--- config.mk ---
export PLATFORM = sky130hd
export DESIGN_NAME = mem_port_arbiter
export DESIGN_NICKNAME = d
export VERILOG_FILES = /design/src/rtl/risk_pkg.sv /design/src/rtl/rr_arb2.sv /design/src/rtl/mem_port_arbiter.sv
export SDC_FILE = /design/constraint.sdc
export NUM_CORES = 1
export LEC_CHECK = 0
export ABC_AREA = 1
export CAP_MARGIN = 10
export CORE_MARGIN = 2
export CORE_UTILIZATION = 31
export CTS_CLUSTER_DIAMETER = 80
export CTS_CLUSTER_SIZE = 30
export DETAILED_ROUTE_END_ITERATION = 8
export PLACE_DENSITY = 0.77
export SYNTH_ARGS = -nofsm -noshare
export SYNTH_HDL_FRONTEND = slang
export SYNTH_SLANG_ARGS = --single-unit
--- constraint.sdc ---
create_clock -name clk -period 1.22 [get_ports clk]
set_clock_uncertainty 0.1 [all_clocks]
set_input_delay 0.183 -clock clk [delete_from_list [all_inputs] [get_ports clk]]
set_output_delay 0.183 -clock clk [all_outputs]
set_load 0.05 [all_outputs]
--- src/rtl/risk_pkg.sv ---
// rtl/risk_pkg.sv - shared encodings for the memory port arbiter
package risk_pkg;

  typedef enum logic [1:0] {
    ST_IDLE   = 2'd0,
    ST_ACCESS = 2'd1,
    ST_RESP   = 2'd2
  } state_t;

  typedef enum logic {
    OWN_I = 1'b0,
    OWN_D = 1'b1
  } owner_t;

  // A new owner may be picked only when no access occupies the RAM port.
  function automatic logic is_arb_state(input state_t s);
    return (s == ST_IDLE) || (s == ST_RESP);
  endfunction

endpackage

--- src/rtl/rr_arb2.sv ---
// rtl/rr_arb2.sv - combinational two-requester round-robin picker
module rr_arb2
  import risk_pkg::*;
(
  input  logic req_i,
  input  logic req_d,
  input  logic last,
  output logic owner,
  output logic any
);

  always_comb begin
    any   = req_i | req_d;
    owner = OWN_I;
    if (req_i && req_d) begin
      owner = ~last;
    end else if (req_d) begin
      owner = OWN_D;
    end
  end

endmodule

--- src/rtl/mem_port_arbiter.sv ---
// rtl/mem_port_arbiter.sv - shares one single-ported word RAM between fetch (I) and load/store (D)
module mem_port_arbiter
  import risk_pkg::*;
#(
  parameter int ADDR_W = 7,
  parameter int DATA_W = 32
) (
  input  logic                  clk,
  input  logic                  rst,
  input  logic                  i_req,
  input  logic [ADDR_W-1:0]     i_addr,
  output logic                  i_gnt,
  output logic                  i_rvalid,
  output logic [DATA_W-1:0]     i_rdata,
  input  logic                  d_req,
  input  logic                  d_we,
  input  logic [DATA_W/8-1:0]   d_be,
  input  logic [ADDR_W-1:0]     d_addr,
  input  logic [DATA_W-1:0]     d_wdata,
  output logic                  d_gnt,
  output logic                  d_rvalid,
  output logic [DATA_W-1:0]     d_rdata,
  output logic                  mem_en,
  output logic [DATA_W/8-1:0]   mem_we,
  output logic [ADDR_W-1:0]     mem_addr,
  output logic [DATA_W-1:0]     mem_wdata,
  input  logic [DATA_W-1:0]     mem_rdata
);

  localparam int BE_W = DATA_W / 8;

  state_t              state;
  state_t              state_nxt;
  owner_t              last_owner;
  owner_t              owner_q;
  logic [ADDR_W-1:0]   addr_q;
  logic                we_q;
  logic [BE_W-1:0]     be_q;
  logic [DATA_W-1:0]   wdata_q;

  logic                pick_owner;
  logic                pick_any;
  logic                take;

  rr_arb2 u_arb (
    .req_i (i_req),
    .req_d (d_req),
    .last  (last_owner),
    .owner (pick_owner),
    .any   (pick_any)
  );

  assign take = is_arb_state(state) && pick_any;

  always_comb begin
    state_nxt = state;
    case (state)
      ST_IDLE:   state_nxt = take ? ST_ACCESS : ST_IDLE;
      ST_ACCESS: state_nxt = ST_RESP;
      ST_RESP:   state_nxt = take ? ST_ACCESS : ST_IDLE;
      default:   state_nxt = ST_IDLE;
    endcase
  end

  always_ff @(posedge clk) begin
    if (rst) begin
      state      <= ST_IDLE;
      last_owner <= OWN_D;
      owner_q    <= OWN_I;
      addr_q     <= '0;
      we_q       <= 1'b0;
      be_q       <= '0;
      wdata_q    <= '0;
    end else begin
      state <= state_nxt;
      if (take) begin
        owner_q <= owner_t'(pick_owner);
        if (pick_owner == OWN_D) begin
          addr_q  <= d_addr;
          we_q    <= d_we;
          be_q    <= d_be;
          wdata_q <= d_wdata;
        end else begin
          addr_q  <= i_addr;
          we_q    <= 1'b0;
          be_q    <= '0;
          wdata_q <= '0;
        end
      end
      // Fairness history moves only once an access is actually on the port.
      if (state == ST_ACCESS) begin
        last_owner <= owner_q;
      end
    end
  end

  always_comb begin
    i_gnt     = 1'b0;
    d_gnt     = 1'b0;
    i_rvalid  = 1'b0;
    d_rvalid  = 1'b0;
    i_rdata   = '0;
    d_rdata   = '0;
    mem_en    = 1'b0;
    mem_we    = '0;
    mem_addr  = '0;
    mem_wdata = '0;
    case (state)
      ST_ACCESS: begin
        mem_en    = 1'b1;
        mem_addr  = addr_q;
        mem_wdata = wdata_q;
        if (owner_q == OWN_D) begin
          d_gnt  = 1'b1;
          mem_we = we_q ? be_q : '0;
        end else begin
          i_gnt = 1'b1;
        end
      end
      ST_RESP: begin
        // Stores (including byte-enable-free ones) complete silently.
        if (!we_q) begin
          if (owner_q == OWN_D) begin
            d_rvalid = 1'b1;
            d_rdata  = mem_rdata;
          end else begin
            i_rvalid = 1'b1;
            i_rdata  = mem_rdata;
          end
        end
      end
      default: ;
    endcase
  end

endmodule

== Yosys cells after proc, flatten, opt, wreduce, memory -nomap -nowiden ==
Cells that the tools add are included.
Word-level totals
  bits in registers: 48
  bits in latches: 0
  bits in writable memories: 0
  bits in read-only memories: 0
  bits of input ports: 87
  output and inout bits: 112
  logic and storage cells: 44
  memories kept: 0
Cells by class
  add/sub/neg operators: 0
  multipliers: 0
  divide/modulo/power cells: 0
  magnitude comparators: 0
  equality and inequality tests: 2
  shift operators: 0
  muxes and demuxes: 28
  bitwise gates (word level): 2
  reductions and logical operators: 5
Operator list (count)
  32-bit 2-to-1 mux: 8
  4-bit 2-to-1 mux: 4
  7-bit 2-to-1 mux: 2
  1-bit 2-to-1 mux: 13
  2-bit one-hot mux with 2 select lines: 1
  2-bit by 1-bit equality test with 1-bit output (second input constant): 1
  2-bit equality test (second input constant): 1
  1-bit logical AND: 2
  2-bit zero test: 1
  2-bit OR reduction: 1
  1-bit logical OR: 1
  1-bit NOT: 1
  1-bit bitwise OR: 1

== Longest topological paths before layout ==
Gate-level depths: netlist of the first run.
  word-level depth: 5
  gate-level depth with buffers: 6
  gate-level depth less buffers: 5

== Cells and area by module ==
From an unflattened synthesis of the first run, not the netlist that was laid out.
Second synthesis, totals
  cells, all modules: 528
  area total of the unflattened synthesis: 2917.8 um^2
Modules (own cells, without submodules)
  mem_port_arbiter: times used 1, cells an instance 525, area each 2902.8 um^2, seq. area each 960.9 um^2
  rr_arb2: times used 1, cells an instance 3, area each 15.0 um^2, seq. area each 0.0 um^2

== Least setup slack after synthesis of the first run ==
OpenSTA, ideal clock, no wires.
  kind: reg2out
  start: reg state[0]
  end: out mem_we[0]
  data arrival time: 2.140 ns
  data required time: 0.937 ns
  setup slack: -1.203 ns
  cell stages (with the launch flop): 5
  path buffers: 0
  path through: dfxtp_1 inv_2 nor2_1 nand2_1 nor2_1
On the way
  cells in the longest elaborated chain, start to end: 2
Ends and longest elaborated chain
  start: declaration: line mem_port_arbiter.sv:32  | state_t state;
  start signal: assignment: line mem_port_arbiter.sv:75  | state <= state_nxt;
  2-bit by 1-bit equality test with 1-bit output: line mem_port_arbiter.sv:108  | case (state)
  4-bit 2-to-1 mux: line mem_port_arbiter.sv:108
  end: declaration: line mem_port_arbiter.sv:24  | output logic [DATA_W/8-1:0] mem_we,
Every way passes these cells.

== Worst setup path in the final report of the first run ==
  start: reg state[1]
  end: out i_rdata[24]
On the way
  cells in the longest elaborated chain, start to end: 2
Ends and longest elaborated chain
  2-bit equality test: line mem_port_arbiter.sv:108
  32-bit 2-to-1 mux: line mem_port_arbiter.sv:108
  end: declaration: line mem_port_arbiter.sv:14  | output logic [DATA_W-1:0] i_rdata,
Every way passes these cells.

==> results of run 1 <==
[cells in the mapped netlist (2+ instances only)]
| master | n | area share (%) |
|---|---|---|
| nand4_1 | 37 | 8.5 |
| a21oi_1 | 38 | 7.0 |
| inv_2 | 2 | 0.28 |
| dfxtp_1 | 48 | 35 |
| nand2_1 | 66 | 9.1 |
| buf_6 | 5 | 2.1 |
| nor2_1 | 128 | 18 |
| inv_1 | 78 | 11 |
| buf_1 | 4 | 0.55 |
| clkbuf_1 | 9 | 1.2 |
| a21boi_0 | 7 | 1.9 |
| buf_2 | 16 | 2.9 |
| nand3_1 | 11 | 2.0 |
[worst max-delay path: stages (launching register included)]
cell and delay [ns]:
dfxtp_2 0.36, inv_2 0.05, nor2_4 0.14, nand3_4 0.11, buf_8 0.16, buf_6 0.13, nor2_4 0.12, buf_12 0.15
[per-stage QoR]
step / TNS [ns] / hold slack, ns / cell area (um^2)
finish: -67.93 / 0.345 / 7540
global route: -75.05 / 0.343 / 7540
CTS: -64.90 / 0.301 / 7160
detailed placement: -35.81 / 0.353 / 6250
global placement: -29.74 / 0.348 / 6250
floorplan: -38.73 / 0.255 / 3360
[cell type report]
| type | count | area share [%] |
|---|---|---|
| Sequential cell | 48 | 12.8 |
| Antenna cell | 1 | 0.0332 |
| Multi-Input combinational cell | 288 | 31.3 |
| Timing Repair Buffer | 257 | 48.5 |
| Tap cell | 108 | 1.79 |
| Clock inverter | 1 | 0.398 |
| Clock buffer | 5 | 0.912 |
| Inverter | 80 | 4.25 |
[cell families after synthesis]
| logic type | after synthesis | share of synthesized area, % |
|---|---|---|
| AND/OR/NAND/NOR | 242 | 37.3 |
| buffers and inverters | 114 | 17.8 |
| flip-flops | 48 | 35.3 |
| AO/OA/AOI/OAI | 46 | 9.52 |
[power groups by stage]
stage	Combinational (W)	Sequential, W	Clock, W
2_1_floorplan	0.000908	0.00172	0
4_1_cts	0.00202	0.00170	0.00112
3_5_place_dp	0.00164	0.00173	0
5_1_grt	0.00229	0.00172	0.00116
3_3_place_gp	0.00162	0.00173	0
6_report	0.00220	0.00171	0.00110
[sequential cells by signal (all words and copies together), names as in the netlist]
name	flops
owner_q	1
state	2
wdata_q	32
addr_q	7
last_owner	1
be_q	4
we_q	1
[repair_timing]
item                       4_1_cts  5_1_grt
hold buffers                     0        0
setup buffers                   16       12
cloned                          10        3
pin swaps                       15       38
resized for setup              116      116
setup endpoints to repair      157      160
[layer usage]
metal  track usage (%)  routed length, um  vias to the layer above
li1                  -                  -                     1844
met1              30.1               5270                     1917
met2              52.6               8290                      237
met3              4.75                942                       48
met4              9.08                686                        0
met5                 0                  0                        -
[how the worst max path moves through the flow]
stage	to	slack, ns	depth (start not counted)
after detailed placement	addr_q[3]$_SDFFE_PP0P_	-0.37	6
final	i_rdata[24]	-0.58	7
after global placement	d_rdata[0]	-0.29	6
after floorplan	i_gnt	-0.40	5
after CTS	i_rdata[22]	-0.56	7
after global routing	i_rdata[25]	-0.63	6
==> flow_summary.yaml, run 1 <==
status:
  status: "complete, but fails checks"
  violations: "negative setup slack"
cts:
  cts_tree: "done"
  insertion_delay_ns: 0.30
  cts_sinks: 48
  cts_max_path_buffers: 2
  h-tree-depth: 2
  cts_buffers: 5
  clockRootBuffer: "clkbuf_8"
  clkTransAtPathRegs_ns: 0.08
layout:
  final_nets: 767
  finish.utilization_pct: 87.8
  area_delta_synth_final_pct: 177
  final_cell_mix: "nor2_4, buf_12, clkdlybuf4s50_1"
  fin_cells: 788
  nFillCells: 386
  regArea_um2: 966
  multiInputGateArea_um2: 2360
  drive_gt1_share_pct: 53.2
  final_common_cell: "nor2_4"
critical_path:
  path_max_fanout: 6
  reg2reg_slack_ns: -0.24
  worstReg2RegEnd: "wdata_q[2]$_SDFFE_PP0P_"
  cp.required_ns: 0.94
  start_kind: "register"
  end_kind: "output pin"
  reg2regPathDepth: 8
  critPathArrivalTime_ns: 1.52
  reg2reg_from: "state[0]$_SDFF_PP0_"
  path_class: "reg -> out"
  crit_path_start: "state[1]$_SDFF_PP0_"
place:
  io_buffers: 198
  dp_slack_ns: -0.372
  gp_congestion: 0.953
  dpl.cell_count: 753
  dpl.hpwl_um: 8720
sta:
  rsz0062_at_grt: "true"
  fin_crit_sh_pct: 148
  max_slew.worst_pin.slew_ns: 0.322
  hold_viol_final: 0
  slew_violations: 0
  setup_viol: 160
  fmax_mhz: 554
  setup_ws_ns: -0.585
  period_needed_ns: 1.80
  relSlewSlack_pct: 78.5
hold_path:
  min_from: "d_req"
  hold_class: "in -> reg"
  min_to: "owner_q$_SDFFE_PP0P_"
  hold_depth: 4
pwr:
  power_w: 0.00501
  seqPwrFrac_pct: 34.2
  p_leak_nw: 2.92
  pwr-share-comb_pct: 43.9
  pwr_density_cell_nw_per_um2: 665
  p_sw_w: 0.00174
  p_int_w: 0.00327
  switching_share_pct: 34.8
  ir_drop_mv: 0.661
  p_clk_share_pct: 21.9
die:
  die_w_um: 97.7
  ios: 199
  die_h_um: 97.7
  core_area_um2: 8590
  die_area_um2: 9540
  rows: 34
  start_util_pct: 31.7
synthesis:
  synth_seq_area_share_pct: 35.3
  async_flop_share_pct: 0
  ys_types: 14
  yosys_warnings: 0
  synth_seq_cells: 48
  synth_edf_count: 0
  syn_nets: 537
  synthCells: 450
  syn_area_um2: 2720
  avgSynthCellArea_um2: 6.04
  ys.flop_type: "dfxtp_1"
routing:
  via_per_inst: 5.13
  final_antenna_net_count: 0
  wl_per_cell_um: 19.3
  drt-total-wl_um: 15200
  drtIter0Drc: 162
  firstDrtPassIters: 5
  num_vias: 4046
  drc: 0
grt:
  grt_usage_pct: 27.4
  grt_pass1_wl_um: 20900
  first_global_vias: 4029
  antenna_found_initial: 1
  grt_start_max_net_pins: 42
  grt_overflow: 0
run:
  maxCapViolations: 0
No activity file was read; power rests on OpenSTA's default activity.
==> run 2, diff against run 1 <==
CORE_UTILIZATION = 37   (was 31)
PLACE_DENSITY = 0.86   (was 0.77)
clock period = 2.3 ns   (was 1.22 ns; I/O delays follow)
==> run 2 against run 1 <==
  * The run now ends clean
  * Sequential share of layout area is 4.9 points higher
  * Count of clock-buffer cells in the layout stayed put
  * Combinational power is 69% lower
  * Critical path type unchanged
  * First-iteration DRC count is 11% higher
  * Sequential power is 47% lower
  * Sequential cell count stayed put
  * Setup slack better by 0.82 ns
  * Design area is 28% lower
==> flow_summary.yaml, run 2 (same netlist as run 1, synthesis figures left out) <==
cts:
  clkTransAtPathRegs_ns: 0.09
  post_cts_buffers: 0
  ctsResizeCount: 0
  cts_tree: "done"
  cts_sinks: 48
  cts_buffers: 5
  clockRootBuffer: "clkbuf_8"
  h-tree-depth: 2
  insertion_delay_ns: 0.29
  cts.hold.buffers_added: 0
  cts_max_path_buffers: 2
grt:
  grt_use_met3_pct: 7.96
  grt_usage_pct: 25.1
  use_met1_pct: 26.9
  grt_start_max_net_pins: 43
  grtUsageMet2_pct: 46.9
  grt_overflow: 0
  grt_pass1_wl_um: 16600
  busiest_layer: "met2"
  antenna_found_initial: 0
  first_global_vias: 3366
critical_path:
  path_cells: "inv_2 -> nor2_2 -> inv_2 -> nor2_1 -> buf_4"
  cp_num_buf_inv: 3
  path_class: "reg -> out"
  cp.required_ns: 1.86
  end_kind: "output pin"
  start_kind: "register"
  path_max_fanout: 42
  crit_path_max_incr_delay_ns: 0.50
  crit_path_frequent_cell: "inv_2"
  critPathArrivalTime_ns: 1.62
  cp_top_family: "buffers and inverters"
  cp_slowest_cell: "inv_2"
layout:
  nFillCells: 508
  largest_reg_flops: 32
  final_cell_mix: "nor2_1, clkdlybuf4s50_1, inv_1"
  fin_cells: 731
  reg_top3: "wdata_q x32, addr_q x7, be_q x4"
  final_common_cell: "nor2_1"
  area_delta_synth_final_pct: 99.1
  top_register: "wdata_q"
  final_nets: 718
  num_antenna_cells: 0
  drive_gt1_share_pct: 21.4
pwr:
  switching_share_pct: 33.6
  p_int_w: 0.00140
  p_clk_share_pct: 24.6
  pwr_density_cell_nw_per_um2: 390
  p_sw_w: 0.000709
  p_leak_nw: 2.34
  pwr-share-comb_pct: 32.8
  ir_drop_mv: 0.301
  seqPwrFrac_pct: 42.6
die:
  core_area_um2: 7180
  ios: 199
  die_h_um: 89.7
  rows: 31
  die_area_um2: 8050
  start_util_pct: 37.9
  die_w_um: 89.7
sta:
  rsz0062_at_grt: "false"
  relSlewSlack_pct: 54.6
  setup_tns_ns: 0
  max_slew.worst_pin.slew_ns: 0.680
  fin_crit_sh_pct: 89.6
  slew_violations: 0
  period_needed_ns: 2.06
  fmax_mhz: 485
  hold_viol_final: 0
  setup_viol: 0
place:
  dpl.cell_count: 723
  dpl.hpwl_um: 8500
  gp_congestion: 0.831
  io_buffers: 198
hold_path:
  hold_class: "reg -> reg"
routing:
  wl_per_cell_um: 14.6
  num_vias: 3525
  drt-total-wl_um: 10700
  drc: 0
  firstDrtPassIters: 4
  via_per_inst: 4.82
  final_antenna_net_count: 0
  drtIter0Drc: 180
status:
  status: "completed"
run:
  maxCapViolations: 0
-- run 2: changes by cell type in the layout (fill, tap and decap cells not counted), sizes merged, moves of 2 or more --
cell and delta:
buf -46, clkbuf -2, inv +4, clkinvlp -2
-- run 2: through the flow --
stage	worst slack, ns	hold slack [ns]	power (W)	cell area [um^2]	util [%]
CTS	0.223	0.367	0.00212	5420	75.5
detailed placement	0.502	0.354	0.00161	5320	74.2
global route	0.114	0.392	0.00220	5420	75.5
floorplan	0.0172	0.329	0.00129	2720	-
finish	0.239	0.365	0.00211	5420	75.5
global placement	0.566	0.349	0.00159	5320	74.2
-- run 2: path summary, 6_finish.rpt --
path	depth (start not counted)	start	end	slack, ns
hold reg to reg	2	wdata_q[31]$_SDFFE_PP0P_	wdata_q[31]$_SDFFE_PP0P_	0.37
setup / recovery	5	state[0]$_SDFF_PP0_	mem_wdata[21]	0.24
hold / removal	2	wdata_q[31]$_SDFFE_PP0P_	wdata_q[31]$_SDFFE_PP0P_	0.37
setup reg to reg	6	state[0]$_SDFF_PP0_	wdata_q[9]$_SDFFE_PP0P_	0.71
-- run 2: power groups by stage --
stage	Combinational, W	Sequential [W]	Clock [W]
after floorplan	0.000377	0.000911	0
after global placement	0.000676	0.000916	0
after detailed placement	0.000692	0.000919	0
after CTS	0.000694	0.000900	0.000531
after global routing	0.000738	0.000905	0.000561
final	0.000692	0.000900	0.000519
-- run 2: per-layer routing --
layer / vias up / wire length [um]
li1: 1735 / -
met1: 1603 / 4050
met2: 163 / 5470
met3: 24 / 859
met4: 0 / 308
met5: - / 0
-- run 2: final cells by class --
| class | instances | area [um^2] | area share [%] |
|---|---|---|---|
| Timing Repair Buffer | 208 | 2660 | 49.1 |
| Multi-Input combinational cell | 288 | 1280 | 23.6 |
| Sequential cell | 48 | 961 | 17.7 |
| Inverter | 80 | 300 | 5.54 |
| Tap cell | 99 | 124 | 2.29 |
| Clock buffer | 5 | 68.8 | 1.27 |
| Clock inverter | 3 | 26.3 | 0.485 |
-- run 2: tightest hold or removal path: cells and delay by family, from the launching register on --
| family | cells | cell delay, ns |
|---|---|---|
| flops | 1 | 0.32 |
| simple gates | 1 | 0.06 |
| compound gates | 1 | 0.05 |
==> run 3, diff against run 2 <==
CTS_CLUSTER_SIZE = default   (was 30)
==> results of run 3 <==
Final layout, timing and power as in run 2 (identical DEF).
==> RTL change 1: new RTL, settings of run 1 <==
The parameter `DATA_W` goes from 32 to 24.
--- a/src/rtl/mem_port_arbiter.sv
+++ b/src/rtl/mem_port_arbiter.sv
@@ -3,7 +3,7 @@
   import risk_pkg::*;
 #(
   parameter int ADDR_W = 7,
-  parameter int DATA_W = 32
+  parameter int DATA_W = 24
 ) (
   input  logic                  clk,
   input  logic                  rst,
Interface: changed (7 resized); port bits go from 199 to 157. No check against the original RTL was run, so the function may have changed too.
==> RTL change 1 against run 1 <==
  * The run still ends with negative setup slack left
  * Worst setup slack got worse by 31 ps
  * Sequential power decreased by 18%
  * Wire length is 10% lower
  * Power decreased by 17%
  * Utilization decreased by 0.22 points
  * Global-route usage grew 0.064 points
  * Critical path type unchanged
  * Final area shrank 21%
  * Area after synthesis decreased by 19%
  * Sequential cell count shrank 9
==> RTL change 1: results (changes against run 1) <==
| Metric | Value |
|---|---|
| Worst-case setup slack after placement | `-358 ps (+14.7 ps)` |
| Destination of the worst register-to-register timing path | `addr_q[1]` |
| Number of standard cells after synthesis | `363 (-19%)` |
| Layout cells sized above 1 | `49.0% (-4.2 points)` |
| Via count of the first global-routing pass | `3,197 (-21%)` |
| Regs by FF count | `wdata_q x24, addr_q x7, be_q x3` |
| Number of antenna violations at the first check in global routing | `0 (-1)` |
| Headroom to the max-slew limit | `65.8% (-13 points)` |
| Register-to-Register Path Depth | `7 (-1)` |
| Accumulated negative setup slack | `-54,760 ps (+13,170 ps)` |
| Endpoint of the most critical setup path | `d_rdata[4]` |
| Maximum vdd drop | `0.665 mV (+0.57%)` |
| Number of setup violations in the final report | `126 (-21%)` |
| Final Instance Count excl. Fillers | `641 (-19%)` |
| Number of nets in the layout | `614 (-20%)` |
| Pin count of the biggest net entering global routing | `31 (-26%)` |
| Routability congestion estimate from global placement | `0.837 (-12%)` |
| Estimated wirelength of the detail-placed design | `7150 µm (-18%)` |
| Share of synthesized area occupied by flip-flops and latches | `35.4% (+0.068 points)` |
| Area fraction in compound gates after synthesis | `9.70% (+0.18 points)` |
| Total routing resource utilization after global routing | `27.4% (+0.064 points)` |
| Via Count | `3,391 (-16%)` |
| Switching power share of the total | `35.7% (+0.97 points)` |
| Top cells by instance count after synthesis | `103 x sky130_fd_sc_hd__nor2_1, 62 x sky130_fd_sc_hd__inv_1, 56 x sky130_fd_sc_hd__nand2_1` |
| Standby leakage power | `2.27 nW (-22%)` |
| Violations in the final reports | `negative setup slack` |
| Status | `finished, violations left` |
| Fillers | `290 (-25%)` |
| Number of distinct library cells after synthesis | `15 (+1)` |
| Count of antenna diodes in the layout | `0 (-1)` |
| First-pass GRT wire length | `16,500 µm (-21%)` |
| Worst Setup Slack, final | `-616 ps (-30.5 ps)` |
| Maximum clock frequency | `545 MHz (-1.7%)` |
| Avg WL per Cell | `21.2 µm (+10%)` |
| Critical Path AT | `1550 ps (+30 ps)` |
## RTL change 1: kinds of logic after synthesis
kind of cell	Yosys count
buf+inv	89
flops	39
simple gates	198
compound gates	37
## RTL change 1: worst max-delay path: stages (launching register included)
cell,delay [ps]
sky130_fd_sc_hd__dfxtp_2,340
sky130_fd_sc_hd__inv_1,80
sky130_fd_sc_hd__nor2_4,150
sky130_fd_sc_hd__nand3_4,160
sky130_fd_sc_hd__buf_16,220
sky130_fd_sc_hd__nor2_4,130
sky130_fd_sc_hd__buf_12,150
## RTL change 1: repair_timing
item                       in CTS  in global routing
cloned                          5                  9
setup buffers                   4                  5
setup endpoints to repair     124                126
pin swaps                       3                 22
resized for setup              64                 49
## RTL change 1: worst min-delay path by stage
stage                          start          to  slack (ps)  cells after the start
after floorplan                  rst  wdata_q[0]         150                      1
after global placement    wdata_q[0]  wdata_q[0]         350                      2
after detailed placement  wdata_q[5]  wdata_q[5]         350                      2
after CTS                 wdata_q[5]  wdata_q[5]         360                      2
after global routing      wdata_q[6]  wdata_q[6]         380                      2
final                     d_wdata[1]  wdata_q[1]         370                      3
## RTL change 1: area by class of cell
type,count,area (µm²),share of cell area [%]
Timing Repair Buffer,199,2880,48.2
Tap cell,96,120,2.01
Inverter,64,262,4.37
Sequential cell,39,788,13.2
Clock buffer,8,100,1.67
Multi-Input combinational cell,235,1830,30.5
## RTL change 1: layer usage
layer | track usage, % | wire length [µm]
met5 | 0 | 0
met2 | 51.9 | 7120
met1 | 28.3 | 4740
met4 | 12.0 | 667
met3 | 7.00 | 1070
## RTL change 1: power groups by stage
stage          Sequential (W)  Clock (W)  Combinational, W
5_1_grt               0.00140    0.00105           0.00183
2_1_floorplan         0.00140          0          0.000796
3_5_place_dp          0.00141          0           0.00136
3_3_place_gp          0.00141          0           0.00133
6_report              0.00140   0.000999           0.00176
4_1_cts               0.00138   0.000965           0.00151
## RTL change 1: through the flow
| step | area, µm² | util, % | hold slack, ps | power (W) |
|---|---|---|---|---|
| finish | 5980 | 87.5 | 374 | 0.00415 |
| global route | 5980 | 87.5 | 382 | 0.00428 |
| CTS | 5590 | 81.8 | 360 | 0.00386 |
| detailed placement | 5080 | 74.4 | 349 | 0.00277 |
| floorplan | 2890 | - | 152 | 0.00220 |
| global placement | 5080 | 74.4 | 346 | 0.00273 |
==> RTL change 2: new RTL, flow settings as in run 1 <==
Without the edit above. Re-encode `state_t` (3 states) as one-hot, 3 bits wide.
--- a/src/rtl/risk_pkg.sv
+++ b/src/rtl/risk_pkg.sv
@@ -1,10 +1,10 @@
 // rtl/risk_pkg.sv - shared encodings for the memory port arbiter
 package risk_pkg;
 
-  typedef enum logic [1:0] {
-    ST_IDLE   = 2'd0,
-    ST_ACCESS = 2'd1,
-    ST_RESP   = 2'd2
+  typedef enum logic [2:0] {
+    ST_IDLE   = 3'b001,
+    ST_ACCESS = 3'b010,
+    ST_RESP   = 3'b100
   } state_t;
 
   typedef enum logic {
Function: same outputs for any inputs over 10 cycles, from zero or initial values and one cycle with rst high; not proved beyond that.
==> RTL change 2 against run 1 <==
  * The flow still finishes with violations (negative setup slack)
  * Sequential power increased by 6%
  * Non-clock buffer count increased by 9
  * Sequential share of layout area decreased by 1.1 points
  * Power increased by 13%
  * Worst setup slack got worse by 87 ps
  * Final area increased by 12%
  * Area after synthesis increased by 9.4%
  * Sequential cell count increased by 1
  * Cell count increased by 5.5%
  * Critical path type unchanged
  * Register-to-register slack got worse by 310 ps
  * Die area increased by 9.0%
  * Count of clock-buffer cells in the layout increased by 2
  * Global-route usage increased by 3.3 points
  * Wire length increased by 16%
==> RTL change 2: results (changes against run 1) <==
| Metric | Value |
|---|---|
| Drt initial violations | `205 (+27%)` |
| Accumulated negative setup slack | `-86,950 ps (-19,030 ps)` |
| Mean number of vias per cell | `5.11 (-0.42%)` |
| Top cells by instance count after synthesis | `125 x sky130_fd_sc_hd__nor2_1, 85 x sky130_fd_sc_hd__nand2_1, 81 x sky130_fd_sc_hd__inv_1` |
| Worst setup slack for register-to-register paths | `-550 ps (-310 ps)` |
| Pin count of the biggest net entering global routing | `20 (-52%)` |
| Register-to-Register Path Depth | `10 (+2)` |
| Timing startpoint of the critical path | `state[0]` |
| Origin of the worst min-delay path | `rst` |
| Largest stage delay on the critical path | `380 ps (+20 ps)` |
| Transition time at the pin with the least slew margin | `505 ps (+183 ps)` |
| Critical-path cell with the highest stage delay | `sky130_fd_sc_hd__dfxtp_4` |
| Sum of internal, switching and leakage power | `0.00566 W (+13%)` |
| Routed wire length | `17,600 µm (+16%)` |
| Number of setup violations in the final report | `161 (+0.63%)` |
| Clock-pin slew reported for the worst setup and hold paths after clock tree synthesis | `100 ps (+20 ps)` |
| Violations in the final reports | `negative setup slack` |
| Number of antenna violations at the first check in global routing | `0 (-1)` |
| Standby leakage power | `3.11 nW (+6.5%)` |
| Worst Setup Slack, final | `-672 ps (-86.8 ps)` |
| Endpoint of the most critical setup path | `mem_we[1]` |
| Status | `finished, violations left` |
| Total routing resource utilization after global routing | `30.7% (+3.3 points)` |
| Post-synth net total | `542 (+0.93%)` |
| Post-place instance area | `7270 µm² (+16%)` |
| Avg WL per Cell | `21.2 µm (+10%)` |
| Layout cells sized above 1 | `61.5% (+8.4 points)` |
| Critical Path AT | `1610 ps (+90 ps)` |
| Destination of the worst register-to-register timing path | `wdata_q[16]` |
| First-pass GRT wire length | `24,300 µm (+16%)` |
| Number of distinct library cells after synthesis | `19 (+5)` |
| Synth top area cells | `sky130_fd_sc_hd__dfxtp_1 33%, sky130_fd_sc_hd__nor2_1 16%, sky130_fd_sc_hd__nand2_1 11%` |
-- RTL change 2: cell count changes in the layout (fill, tap and decap cells not counted), sizes merged, moves of 2 or more --
cell	change
nor2	-2
nand4	-37
nand3	+32
buf	+11
a21boi	-7
inv	+3
nand2	+21
-- RTL change 2: power breakdown --
| group | total, W | switching, W | internal (W) |
|---|---|---|---|
| registers | 0.00181 | 0.0000943 | 0.00171 |
| clock network | 0.00113 | 0.000609 | 0.000525 |
| logic | 0.00272 | 0.00137 | 0.00136 |
| total | 0.00566 | 0.00207 | 0.00359 |
-- RTL change 2: cell families (layout without fill, tap and decap cells) --
family	after synthesis	after routing	share of synthesized area, %
simple gates	257	258	39.5
buf+inv	111	357	18.6
compound gates	38	38	8.92
flops	49	49	33.0
-- RTL change 2: cell type report --
class,count,area (µm²)
timing repair buffer,266,4220
multi-input combinational,296,2660
sequential,49,993
fill,336,812
inverter,83,333
tap,129,161
clock buffer,7,96.3
clock inverter,1,8.76
-- RTL change 2: worst min path at each step --
stage	slack, ps	cells after the start	endpoint
after floorplan	230	2	be_q[0]
after global placement	330	2	owner_q
after detailed placement	350	2	wdata_q[13]
after CTS	40	2	owner_q
after global routing	80	2	state[1]
final	70	2	state[1]
-- RTL change 2: worst max-delay path, delay by kind of cell (launching register included) --
kind	cells	cell delay [ps]
flip-flops	1	380
AND/OR/NAND/NOR	3	480
buffers and inverters	3	420
-- RTL change 2: routing by layer --
layer / vias to the layer above / track usage, % / routed length [µm]
met5: - / 0 / 0
met4: 0 / 10.7 / 900
met3: 90 / 7.05 / 1520
met2: 309 / 60.5 / 9640
met1: 2001 / 31.5 / 5550
li1: 1849 / - / -
-- RTL change 2: timing repair --
item	in CTS	in global routing
setup endpoints to repair	161	161
gates cloned	14	1
pin swaps	30	23
gates resized for setup	101	47
setup buffers	21	7
